File: src/rtl/lmsm_sequencer.sv
// LM/SM sequencer: walks an 8-bit register mask LSB-first, issuing one data-memory access per set bit.
// Optional base-register writeback enabled by defining LMSM_BASE_WB_EN.
module lmsm_sequencer #(
    parameter int ADDR_W = 16,
    parameter int NREG   = 8,
    parameter int IDX_W  = 3
) (
    input  logic              clk,
    input  logic              reset_n,
    input  logic              start,
    input  logic              is_store,
    input  logic [ADDR_W-1:0] base_addr,
    input  logic [NREG-1:0]   reg_mask,
    input  logic              flush,
    input  logic              mem_ready,
    output logic              busy,
    output logic              stall_pipe,
    output logic [ADDR_W-1:0] mem_addr,
    output logic              mem_rd,
    output logic              mem_wr,
    output logic [IDX_W-1:0]  reg_idx,
    output logic              rf_we,
    output logic              done
`ifdef LMSM_BASE_WB_EN
    ,
    output logic              base_wb_we,
    output logic [ADDR_W-1:0] base_wb_data
`endif
);

    localparam logic [1:0] S_IDLE = 2'd0;
    localparam logic [1:0] S_RUN  = 2'd1;
    localparam logic [1:0] S_DONE = 2'd2;

    // One extra bit so the access counter can reach NREG.
    localparam int CNT_W = IDX_W + 1;

    logic [1:0]        state_q, state_d;
    logic [ADDR_W-1:0] base_q, base_d;
    logic [NREG-1:0]   mask_q, mask_d;
    logic              store_q, store_d;
    logic [CNT_W-1:0]  index_q, index_d;

    logic              run_s;
    logic [IDX_W-1:0]  low_idx_s;

    function automatic logic [IDX_W-1:0] lowest_set(input logic [NREG-1:0] m);
        lowest_set = '0;
        for (int i = NREG - 1; i >= 0; i--) begin
            if (m[i]) begin
                lowest_set = IDX_W'(i);
            end
        end
    endfunction

    assign run_s     = (state_q == S_RUN);
    assign low_idx_s = lowest_set(mask_q);

    // Next-state and datapath update; flush overrides every transition.
    always_comb begin
        state_d = state_q;
        base_d  = base_q;
        mask_d  = mask_q;
        store_d = store_q;
        index_d = index_q;
        case (state_q)
            S_IDLE: begin
                if (start) begin
                    base_d  = base_addr;
                    mask_d  = reg_mask;
                    store_d = is_store;
                    index_d = '0;
                    state_d = (reg_mask != '0) ? S_RUN : S_DONE;
                end else begin
                    state_d = S_IDLE;
                end
            end
            S_RUN: begin
                if (mem_ready) begin
                    mask_d  = mask_q & (mask_q - NREG'(1));
                    index_d = index_q + CNT_W'(1);
                    state_d = (mask_d == '0) ? S_DONE : S_RUN;
                end else begin
                    state_d = S_RUN;
                end
            end
            S_DONE: begin
                state_d = S_IDLE;
            end
            default: begin
                state_d = S_IDLE;
            end
        endcase
        if (flush) begin
            state_d = S_IDLE;
        end else begin
            state_d = state_d;
        end
    end

    // State registers with synchronous active-low reset.
    always_ff @(posedge clk) begin
        if (!reset_n) begin
            state_q <= S_IDLE;
            base_q  <= '0;
            mask_q  <= '0;
            store_q <= 1'b0;
            index_q <= '0;
        end else begin
            state_q <= state_d;
            base_q  <= base_d;
            mask_q  <= mask_d;
            store_q <= store_d;
            index_q <= index_d;
        end
    end

    // Access outputs are combinational from the registered state so they hold during wait states.
    always_comb begin
        busy       = (state_q != S_IDLE);
        stall_pipe = (state_q != S_IDLE);
        done       = (state_q == S_DONE);
        if (run_s) begin
            mem_addr = base_q + ADDR_W'(index_q);
            reg_idx  = low_idx_s;
            mem_rd   = ~store_q;
            mem_wr   = store_q;
            rf_we    = ~store_q & mem_ready;
        end else begin
            mem_addr = '0;
            reg_idx  = '0;
            mem_rd   = 1'b0;
            mem_wr   = 1'b0;
            rf_we    = 1'b0;
        end
    end

`ifdef LMSM_BASE_WB_EN
    // In DONE the access counter equals the popcount of the latched mask.
    always_comb begin
        if (state_q == S_DONE) begin
            base_wb_we   = 1'b1;
            base_wb_data = base_q + ADDR_W'(index_q);
        end else begin
            base_wb_we   = 1'b0;
            base_wb_data = '0;
        end
    end
`endif

endmodule
File: config.mk
export PLATFORM = sky130hd
export DESIGN_NAME = lmsm_sequencer
export DESIGN_NICKNAME = d
export VERILOG_FILES = /design/src/rtl/lmsm_sequencer.sv
export SDC_FILE = /design/constraint.sdc
export NUM_CORES = 1
export LEC_CHECK = 0
export BUFFER_PORTS_ARGS = -buffer_cell sky130_fd_sc_hd__buf_2
export CORE_MARGIN = 4
export CORE_UTILIZATION = 52
export DETAILED_ROUTE_END_ITERATION = 8
export HOLD_SLACK_MARGIN = 0.12
export PLACE_DENSITY_LB_ADDON = 0.2
export SLEW_MARGIN = 15
export SYNTH_ARGS = -nofsm -noshare
export SYNTH_HDL_FRONTEND = slang
export SYNTH_SLANG_ARGS = --single-unit
File: constraint.sdc
create_clock -name clk -period 2.4 [get_ports clk]
set_clock_uncertainty 0.05 [all_clocks]
set_input_delay 0.36 -clock clk [delete_from_list [all_inputs] [get_ports clk]]
set_output_delay 0.36 -clock clk [all_outputs]
set_load 0.01 [all_outputs]
# Word level (Yosys, flattened, before mapping)
# Cells that the tools add are included.
[word_totals]
regBits = 31
in_bits = 30
output_inout_bits = 25
wordCells = 48
[classes]
n_addsub = 3
eq_ne = 4
mux = 24
bitwise = 4
n_reduce_logical = 8
[op_table]
columns = ["cell", "n"]
rows = [
  ["2-to-1 mux 3 bit", 9],
  ["adder 16 x 4 -> 16 bit", 1],
  ["2-to-1 mux 16 bit", 1],
  ["2-to-1 mux 8 bit", 2],
  ["case mux 8 bit (2 select lines)", 1],
  ["bitwise AND 8 bit", 1],
  ["logical NOT 8 bit", 1],
  ["2-to-1 mux 2 bit", 4],
  ["2-to-1 mux 4 bit", 2],
  ["case mux 4 bit (2 select lines)", 1],
  ["nonzero test 8 bit", 1],
  ["subtractor 8 x 1 -> 8 bit (second input constant)", 1],
  ["adder 4 x 1 -> 4 bit (second input constant)", 1],
  ["!= test 2 bit (second input constant)", 2],
  ["case mux 2 bit (2 select lines)", 1],
  ["nonzero test 2 bit", 2],
  ["2-to-1 mux 1 bit", 3],
  ["AND reduction 3 bit", 1],
  ["equality test 2 x 1 -> 1 bit (second input constant)", 1],
  ["equality test 2 bit (second input constant)", 1],
  ["logical NOT 2 bit", 1],
  ["NOT 1 bit", 2],
  ["AND reduction 2 bit", 1],
  ["OR reduction 2 bit", 1],
  ["bitwise AND 1 bit", 1],
]

# Longest topological paths before layout
# Gate-level depths: netlist of the first run.
[depth]
depth_word = 9
ltp_mapped = 6
ltp_nobuf = 6

# Least setup slack after synthesis of the first run
# OpenSTA, ideal clock, no wires.
[synth_timing]
path_type = "register to output"
start = "register index_q[0]"
end = "output port mem_addr[14]"
arrival_time_ns = 1.757
required_time_ns = 1.990
setup_slack_ns = 0.233
stages_incl_launch_ff = 7
path_buffers = 0
path_cell_list = "dfxtp_1 ha_1 fa_1 a211oi_2 nor2_1 a21o_1 a21oi_1"
[synth_via]
elab_chain_cells = 2
[synth_rtl]
columns = ["item", "line_no", "source"]
rows = [
  ["start, declared", "42", "logic [CNT_W-1:0] index_q, index_d;"],
  ["start signal, assigned", "114", "index_q <= index_d;"],
  ["adder 16 x 4 -> 16 bit", "124", "mem_addr = base_q + ADDR_W'(index_q);"],
  ["2-to-1 mux 16 bit", "123", "if (run_s) begin"],
  ["end, declared", "18", "output logic [ADDR_W-1:0] mem_addr,"],
]
# No other way between the ends.

# Final worst setup path of the first run
[layout_timing]
start = "register index_q[0]"
end = "output port mem_addr[10]"
# The elaborated chain is that of the path after synthesis.

==> results of run 1 <==
worst reg2reg max path: stages, from the launching register on:
cell and delay, ps:
dfxtp_1 470, nor2b_1 520, buf_4 260, o2bb2ai_1 120, o2bb2ai_1 120, and2_1 140
final cells by class:
class,instances,area (um2)
Clock buffer,6,82.6
Clock inverter,1,5.00
Fill cell,319,1150
Inverter,4,15.0
Multi-Input combinational cell,207,1350
Sequential cell,31,631
Tap cell,48,60.1
Timing Repair Buffer,67,368
repair_timing:
item                       CTS  global route
pin swaps                    5             7
setup endpoints to repair   10            11
gates resized for setup      8            13
setup buffers                2             2
sequential cells by signal (all words and copies together) (netlist names):
signal,flops
store_q,1
base_q,16
mask_q,8
index_q,4
state_q,2
through the flow:
stage	power, mW	std cells	setup slack (ps)	TNS, ps	utilization, %
after floorplan	0.739	256	233	0	-
after global placement	0.803	353	206	0	62.8
after detailed placement	0.808	353	173	0	62.8
after CTS	1.23	362	-0.941	-0.941	66.8
after global routing	1.28	364	-136	-850	68.6
final	1.22	364	-21.4	-26.2	68.6
per-layer routing:
metal	vias to the layer above	part of all wire, %	global-route usage, %
met2	57	48	32.7
met4	0	0.82	6.17
met5	-	0	0
met3	4	6.6	4.78
met1	954	44	25.9
li1	1021	-	-
power by group through the flow:
stage	Clock [mW]	Sequential, mW	Combinational [mW]
after detailed placement	0	0.592	0.217
after global placement	0	0.591	0.212
after global routing	0.449	0.588	0.248
after floorplan	0	0.580	0.159
after CTS	0.423	0.582	0.221
final	0.414	0.582	0.224
logic make-up (layout without fill, tap and decap cells):
family / count (synthesis) / after routing
and+or+nand+nor: 121 / 121
xor gates and xnor gates: 9 / 9
adders and majority gates: 8 / 8
DFF: 31 / 31
buffers and inverters: 18 / 78
muxes: 3 / 3
AOI/OAI and AO/OA: 66 / 66
synthesized netlist by cell type, drive strengths merged, types with 4 or more instances:
cell type | number | area, um2
o21ai | 10 | 50.0
inv | 4 | 15.0
nor3 | 6 | 35.0
or3 | 5 | 32.5
dfxtp | 31 | 621
nor2 | 25 | 93.8
nand2 | 48 | 180
clkbuf | 7 | 36.3
nand3 | 7 | 35.0
a21boi | 22 | 165
and2 | 7 | 43.8
a21oi | 10 | 50.1
ha | 5 | 62.6
a21o | 4 | 30.0
nor2b | 4 | 25.0
xnor2 | 7 | 61.3
buf | 7 | 50.1
how the worst min path moves through the flow:
stage,startpoint,endpoint,depth (start not counted)
2_1_floorplan,base_q[13],base_q[13],2
3_3_place_gp,base_q[13],base_q[13],2
3_5_place_dp,base_q[13],base_q[13],2
4_1_cts,base_addr[0],base_q[0],3
5_1_grt,base_addr[11],base_q[11],3
6_report,base_addr[0],base_q[0],3
==> flow_metrics.py, run 1 <==
metrics = {
    "setup_path": {
        "cp-startpoint": "index_q[0]",
        "slowest_delay_ps": 400,
        "path_max_fanout": 5,
        "crit_buf_inv": 2,
        "crit_chain": "ha_4 -> fa_2 -> a211oi_2 -> buf_4 -> nor4b_1 -> xnor2_1 -> nor2_1 -> buf_2",
        "critPathRequiredTime_ps": 1990,
        "rr_worst_depth": 5,
        "endpoint": "mem_addr[10]",
        "worstReg2RegEnd": "mask_q[1]",
        "cp.depth": 8,
        "crit_type": "register to output pin",
        "reg2reg_setup_slack_ps": 660,
        "critPathTopFamily": "adder cells",
        "rr_startpoint": "state_q[0]",
        "crit_path_end_kind": "output pin",
        "start_kind": "register",
        "cp.arrival_ps": 2010,
        "crit_slowest_cell": "fa_2",
    },
    "sta": {
        "fin_hold_ws_ps": 258,
        "final-hold-violation-count": 0,
        "max_slew_margin_pct": 56.9,
        "fin_crit_ps": 2420,
        "worst_slack_ps": -21.4,
        "min_period_over_period_pct": 101,
        "rsz0062_at_grt": "yes",
        "worst_slew_pin_slew_ps": 644,
        "fmax_mhz": 413,
        "drv_slew": 0,
        "setup_viol": 2,
    },
    "synth": {
        "ys_warn_count": 0,
        "synthAdderAreaFrac_pct": 5.18,
        "synthSimpleGateAreaFrac_pct": 29.7,
        "synth_top_family_by_area": "simple AND/OR/NAND/NOR gates",
        "ys_ff_latch": 31,
        "syn_nets": 292,
        "synth_xor_area_share_pct": 3.98,
        "synth.avg_cell_area_um2": 7.74,
        "netlist_instances": 256,
        "synth.distinct_cells": 53,
        "ys_async_sr_fraction_pct": 0,
        "synth_edf_count": 0,
        "ys_seq_area_share_pct": 31.3,
        "yosys_most_used_dff": "dfxtp_1",
        "synthesis.area_um2": 1980,
        "synth_compound_area_share_pct": 23.2,
        "synth_mux_area_share_pct": 1.52,
    },
    "pwr": {
        "switchingPower_mw": 0.349,
        "switching_share_pct": 28.6,
        "power.density_nw_per_um2": 486,
        "ir_worst_vdd_mv": 0.465,
        "p_seq_share_pct": 47.7,
        "leakage_nw": 1.08,
        "p_int_mw": 0.871,
        "power_frac_clock_pct": 33.9,
        "p_comb_share_pct": 18.3,
    },
    "floorplan": {
        "die_h_um": 69.7,
        "fp.coreArea_um2": 3660,
        "pin_count": 55,
        "die_w_um": 69.7,
        "initial_utilization_pct": 54.1,
        "die-area_um2": 4860,
        "row_count": 22,
    },
    "clocking": {
        "cts.htree.levels": 2,
        "clock-sinks": 31,
        "clock_latency_ps": 280,
        "tritoncts": "done",
        "cts_buffers": 5,
        "cts_hold_buffers": 0,
        "cts_buffer_depth": 2,
        "cts.clk_slew.worst_paths_ps": 70,
        "cts-root-buf": "clkbuf_8",
    },
    "job": {
        "maxCapViolations": 0,
    },
    "run_status": {
        "violations": "negative setup slack",
        "status": "finished, violations left",
    },
    "final_layout": {
        "layout_commonest_cell": "buf_2",
        "syn_to_final_growth_pct": 26.7,
        "diodes": 0,
        "finalInstanceArea_um2": 2510,
        "final_cell_mix": "buf_2 (54), nand2_1 (48), nor2_1 (25), dfxtp_1 (25), a21boi_1 (22)",
        "layout.nets": 352,
        "layout-drive-gt1-share_pct": 31.0,
    },
    "routing": {
        "avgRoutedWirePerCell_um": 14.0,
        "drt-initial-drc-count": 100,
        "num_vias": 2036,
        "first_pass_iters": 4,
        "postRouteAntennaNets": 0,
        "vias_per_cell": 5.59,
        "drc_errors": 0,
        "wl_um": 5110,
    },
    "global_routing": {
        "grt_pass1_vias": 1783,
        "grt-ovfl-total": 0,
        "track_usage_pct": 20.0,
        "antenna_found_initial": 0,
        "grt_max_degree": 29,
        "grt_pass1_wl_um": 8030,
    },
    "placed_design": {
        "port_buffers": 54,
        "gp_congestion": 0.859,
        "placed_area_um2": 2300,
        "hpwl_um": 3510,
    },
    "hold_path": {
        "holdCritPathClass": "primary input to register",
    },
}
(Power assumes the default switching activity.)
==> run 2, diff against run 1 <==
--- a/config.mk
+++ b/config.mk
@@ -11,6 +11,7 @@
 export DETAILED_ROUTE_END_ITERATION = 8
 export HOLD_SLACK_MARGIN = 0.12
 export PLACE_DENSITY_LB_ADDON = 0.2
+export SETUP_SLACK_MARGIN = 0.5
 export SLEW_MARGIN = 15
 export SYNTH_ARGS = -nofsm -noshare
 export SYNTH_HDL_FRONTEND = slang
==> run 2 against run 1 <==
The run still ends with negative setup slack left. Routed wire length up 4.8%. Maximum frequency down 2.2%. Critical path depth did not move. Final cell count is 1.6% higher. Register-to-register slack better by 40 ps. Clock-buffer cell count unchanged. Via count up 1.5%. Sequential share of layout area fell by 0.84 points. Largest power group unchanged. Worst setup slack lost 56 ps. Clock power grew 33%. Sequential cell count stayed put. Sequential power barely moved.
==> flow_metrics.py, run 2 (synthesized netlist as in run 1, its figures left out) <==
metrics = {
    "run_status": {
        "status": "finished, violations left",
        "violations": "negative setup slack",
    },
    "pwr": {
        "switching_share_pct": 28.0,
        "p_comb_share_pct": 17.8,
        "p_int_mw": 0.991,
        "power.density_nw_per_um2": 512,
        "power_frac_clock_pct": 40.0,
        "switchingPower_mw": 0.385,
        "ir_worst_vdd_mv": 0.407,
        "power.total_mw": 1.38,
        "leakage_nw": 1.15,
        "p_seq_share_pct": 42.1,
    },
    "setup_path": {
        "cp.arrival_ps": 2070,
        "crit_type": "register to output pin",
        "crit_chain": "ha_4 -> fa_2 -> buf_4 -> buf_6 -> a21o_1 -> a211oi_2 -> nor3_2 -> buf_2",
        "path_max_fanout": 2,
        "slowest_delay_ps": 400,
        "critPathRequiredTime_ps": 1990,
        "crit_slowest_cell": "fa_2",
        "start_kind": "register",
        "crit_path_end_kind": "output pin",
    },
    "placed_design": {
        "placed_area_um2": 2330,
        "gp_congestion": 0.827,
        "numPlacedInstances": 349,
        "port_buffers": 54,
        "hpwl_um": 3520,
    },
    "hold_path": {
        "holdCritPathClass": "primary input to register",
    },
    "global_routing": {
        "grt-ovfl-total": 0,
        "track_usage_pct": 22.3,
        "antenna_found_initial": 0,
        "grt_pass1_wl_um": 8750,
        "grt_pass1_vias": 1878,
        "grt_max_degree": 29,
    },
    "floorplan": {
        "row_count": 22,
        "fp.coreArea_um2": 3660,
        "die-area_um2": 4860,
        "initial_utilization_pct": 54.1,
        "die_w_um": 69.7,
        "die_h_um": 69.7,
        "pin_count": 55,
    },
    "final_layout": {
        "syn_to_final_growth_pct": 35.8,
        "regMostFlops": "base_q",
        "final_cell_mix": "buf_2 (53), nand2_1 (48), nor2_1 (23), a21boi_1 (22), dfxtp_1 (19)",
        "layout.nets": 357,
        "post-route-util_pct": 73.5,
        "largest_register_ffs": 16,
        "fillCellCount": 288,
        "layout_commonest_cell": "buf_2",
        "layout-drive-gt1-share_pct": 37.3,
        "finalInstanceArea_um2": 2690,
        "diodes": 0,
        "layoutNonFillerInstCount": 370,
        "reg_top3": "base_q: 16 flops, mask_q: 8 flops, index_q: 4 flops",
    },
    "clocking": {
        "cts_hold_buffers": 0,
        "tritoncts": "done",
        "cts_buffers": 5,
        "cts.clk_slew.worst_paths_ps": 80,
        "clock_latency_ps": 290,
        "cts_buffer_depth": 2,
        "clock-sinks": 31,
        "cts-root-buf": "clkbuf_8",
        "cts.htree.levels": 2,
    },
    "job": {
        "maxCapViolations": 0,
    },
    "routing": {
        "drc_errors": 0,
        "first_pass_iters": 4,
        "wl_um": 5350,
        "vias_per_cell": 5.58,
        "avgRoutedWirePerCell_um": 14.5,
        "num_vias": 2066,
        "postRouteAntennaNets": 0,
        "drt-initial-drc-count": 136,
    },
    "sta": {
        "final-hold-violation-count": 0,
        "worst_slew_pin_slew_ps": 683,
        "drv_slew": 0,
        "fin_hold_ws_ps": 242,
        "worst_slack_ps": -77.1,
        "min_period_over_period_pct": 103,
        "fmax_mhz": 404,
        "rsz0062_at_grt": "yes",
        "fin_crit_ps": 2480,
        "setup_viol": 5,
        "max_slew_margin_pct": 54.4,
    },
}
[run 2: changes by cell type in the layout (fill, tap and decap cells not counted), moves of 2 or more]
cell and delta:
nor3_1 -3, o21ai_1 +3, buf_6 +4, o21ai_0 -3
nor2_1 -2, nor3_2 +2, dfxtp_4 +6, buf_4 +2
a211oi_4 +2, dfxtp_1 -6
[run 2: timing repair]
action                                 in CTS  in global routing
gates resized for setup                    33                  7
endpoints found under the hold margin       0                  0
pin swaps                                  18                  4
setup buffers                              10                  3
setup endpoints to repair                  19                 17
[run 2: final timing paths]
path / start / end / slack (ps) / cells past startpoint
worst max register to register: mask_q[0] / state_q[1] / 700 / 5
worst max-delay path: index_q[0] / mem_addr[4] / -80 / 8
worst min register to register: base_q[13] / base_q[13] / 400 / 2
worst min-delay path: base_addr[2] / base_q[2] / 240 / 3
[run 2: worst max-delay path, delay by kind of cell (launching register included)]
kind,cells,cell delay [ps]
fa+ha+maj,2,560
compound gates,2,420
buf+inv,3,410
flops,1,350
simple gates,1,50
[run 2: per-stage QoR]
stage | setup TNS, ps | setup WS [ps]
3_5_place_dp | 0 | 212
4_1_cts | -42.2 | -38.9
2_1_floorplan | 0 | 381
5_1_grt | -760 | -160
6_report | -185 | -77.1
3_3_place_gp | 0 | 236
[run 2: layer usage]
layer / part of all wire, % / wire (um) / up-vias / global-route usage [%]
li1: - / - / 1030 / -
met1: 44 / 2380 / 954 / 30.0
met2: 46 / 2470 / 70 / 34.3
met3: 7.5 / 400 / 12 / 6.38
met4: 1.8 / 97 / 0 / 7.66
met5: 0 / 0 / - / 0
[run 2: power groups by stage]
| stage | logic [mW] | registers (mW) | clock network (mW) |
|---|---|---|---|
| after floorplan | 0.162 | 0.581 | 0 |
| after global placement | 0.216 | 0.591 | 0 |
| after detailed placement | 0.218 | 0.592 | 0 |
| after CTS | 0.235 | 0.580 | 0.555 |
| after global routing | 0.274 | 0.585 | 0.586 |
| final | 0.246 | 0.580 | 0.551 |
[run 2: final cells by class]
cell class	instances	area, um2	share of cell area, %
Inverter	4	15.0	0.558
Tap cell	48	60.1	2.23
Timing Repair Buffer	72	423	15.7
Clock inverter	2	35.0	1.30
Sequential cell	31	653	24.3
Multi-Input combinational cell	207	1420	52.9
Clock buffer	6	82.6	3.07
==> run 3, diff against run 2 <==
--- a/config.mk
+++ b/config.mk
@@ -11,6 +11,7 @@
 export DETAILED_ROUTE_END_ITERATION = 8
 export HOLD_SLACK_MARGIN = 0.12
 export PLACE_DENSITY_LB_ADDON = 0.2
+export REMOVE_ABC_BUFFERS = 1
 export SETUP_SLACK_MARGIN = 0.5
 export SLEW_MARGIN = 15
 export SYNTH_ARGS = -nofsm -noshare
==> run 3 against run 2 <==
The flow still finishes with violations (negative setup slack). Maximum frequency is 0.88% higher. First-iteration DRC count shrank 23%. Sequential share of layout area is 0.23 points higher. Critical endpoint unchanged. Register-to-register slack barely moved.
==> flow_metrics.py, run 3 (synthesized netlist as in run 1, its figures left out) <==
metrics = {
    "global_routing": {
        "grt-ovfl-total": 0,
        "antenna_found_initial": 0,
        "grt_pass1_wl_um": 8990,
        "track_usage_pct": 22.6,
        "grt_pass1_vias": 1927,
        "grt_max_degree": 29,
    },
    "setup_path": {
        "cp.arrival_ps": 2050,
        "cp.depth": 8,
        "slowest_delay_ps": 390,
        "path_max_fanout": 2,
        "crit_type": "register to output pin",
        "reg2reg_setup_slack_ps": 710,
        "rr_worst_depth": 5,
        "crit_slowest_cell": "fa_2",
        "crit_path_end_kind": "output pin",
        "cp-startpoint": "index_q[0]",
        "start_kind": "register",
        "crit_buf_inv": 3,
        "rr_startpoint": "mask_q[0]",
        "critPathTopFamily": "adder cells",
        "worstReg2RegEnd": "state_q[1]",
        "critPathRequiredTime_ps": 1990,
        "endpoint": "mem_addr[4]",
        "crit_chain": "ha_4 -> fa_2 -> buf_4 -> buf_6 -> a21o_1 -> a211oi_2 -> nor3_1 -> buf_2",
    },
    "final_layout": {
        "largest_register_ffs": 16,
        "reg_top3": "base_q: 16 flops, mask_q: 8 flops, index_q: 4 flops",
        "multi_input_area_um2": 1420,
        "syn_to_final_growth_pct": 34.3,
        "finalInstanceArea_um2": 2660,
        "diodes": 0,
        "final_cell_mix": "buf_2 (53), nand2_1 (48), nor2_1 (23), a21boi_1 (22), dfxtp_1 (20)",
        "layout-drive-gt1-share_pct": 36.1,
        "seq_area_um2": 652,
        "regMostFlops": "base_q",
        "layout_commonest_cell": "buf_2",
        "layout.nets": 359,
        "fillCellCount": 290,
    },
    "floorplan": {
        "row_count": 22,
        "die_w_um": 69.7,
        "pin_count": 55,
        "initial_utilization_pct": 54.1,
        "die-area_um2": 4860,
        "fp.coreArea_um2": 3660,
        "die_h_um": 69.7,
    },
    "placed_design": {
        "port_buffers": 54,
        "hpwl_um": 3480,
        "placed_area_um2": 2300,
        "gp_congestion": 0.859,
    },
    "sta": {
        "setup_viol": 6,
        "worst_slack_ps": -55.5,
        "rsz0062_at_grt": "yes",
        "fin_hold_ws_ps": 248,
        "max_slew_margin_pct": 57.1,
        "worst_slew_pin_slew_ps": 642,
        "fin_crit_ps": 2460,
        "drv_slew": 0,
        "final-hold-violation-count": 0,
        "setup_tns_ps": -153,
        "min_period_over_period_pct": 102,
        "fmax_mhz": 407,
    },
    "run_status": {
        "status": "finished, violations left",
        "violations": "negative setup slack",
    },
    "pwr": {
        "power.total_mw": 1.23,
        "power.density_nw_per_um2": 463,
        "leakage_nw": 1.13,
        "ir_worst_vdd_mv": 0.351,
    },
    "clocking": {
        "cts.htree.levels": 2,
        "cts-root-buf": "clkbuf_8",
        "clock-sinks": 31,
        "tritoncts": "done",
        "cts.clk_slew.worst_paths_ps": 60,
        "cts_buffers": 5,
        "cts_buffer_depth": 2,
        "clock_latency_ps": 290,
        "cts_hold_buffers": 0,
    },
    "job": {
        "maxCapViolations": 0,
    },
    "routing": {
        "vias_per_cell": 5.60,
        "drc_errors": 0,
        "wl_um": 5600,
        "num_vias": 2084,
        "drt-initial-drc-count": 105,
        "postRouteAntennaNets": 0,
        "first_pass_iters": 4,
        "avgRoutedWirePerCell_um": 15.0,
    },
    "hold_path": {
        "holdCritPathClass": "primary input to register",
    },
}
run 3: area by class of cell:
type	count	share of cell area (%)
clock inverters	1	0.188
inverters	4	0.564
flip-flops and latches	31	24.5
repair buffers	74	16.2
well taps	48	2.26
multi-input cells	207	53.5
clock buffers	7	2.87
run 3: metal layers:
layer  vias up  track usage [%]  wire (um)
li1       1037                -          -
met1       970             28.5       2400
met2        61             36.9       2720
met3        16             6.67        318
met4         0             7.66        162
met5         -                0          0
run 3: power breakdown:
part	switching (mW)	internal [mW]	leakage, nW
Sequential	0.0407	0.540	0.261
Combinational	0.129	0.119	0.830
Clock	0.200	0.203	0.0422
run 3: timing repair:
item / 4_1_cts / 5_1_grt
gates cloned: 0 / 0
resized for setup: 37 / 10
pin swaps: 19 / 8
setup buffers: 9 / 2
setup endpoints to repair: 22 / 19
run 3: worst min-delay path by stage:
stage | from | end | slack [ps] | cells past startpoint
after global placement | base_q[13] | base_q[13] | 390 | 2
after detailed placement | base_q[13] | base_q[13] | 400 | 2
after CTS | base_addr[1] | base_q[1] | 240 | 3
after global routing | base_addr[6] | base_q[6] | 260 | 3
after floorplan | base_q[13] | base_q[13] | 390 | 2
final | base_addr[1] | base_q[1] | 250 | 3
run 3: stage by stage:
stage	util [%]	setup slack [ps]	cells
floorplan	-	233	242
finish	72.7	-55.5	372
detailed placement	62.8	113	353
CTS	70.8	-81.4	370
global route	72.7	-163	372
global placement	62.8	123	353
run 3: tightest hold or removal path: stages:
cell and delay, ps:
buf_2 90, nand2_1 50, a21boi_1 50
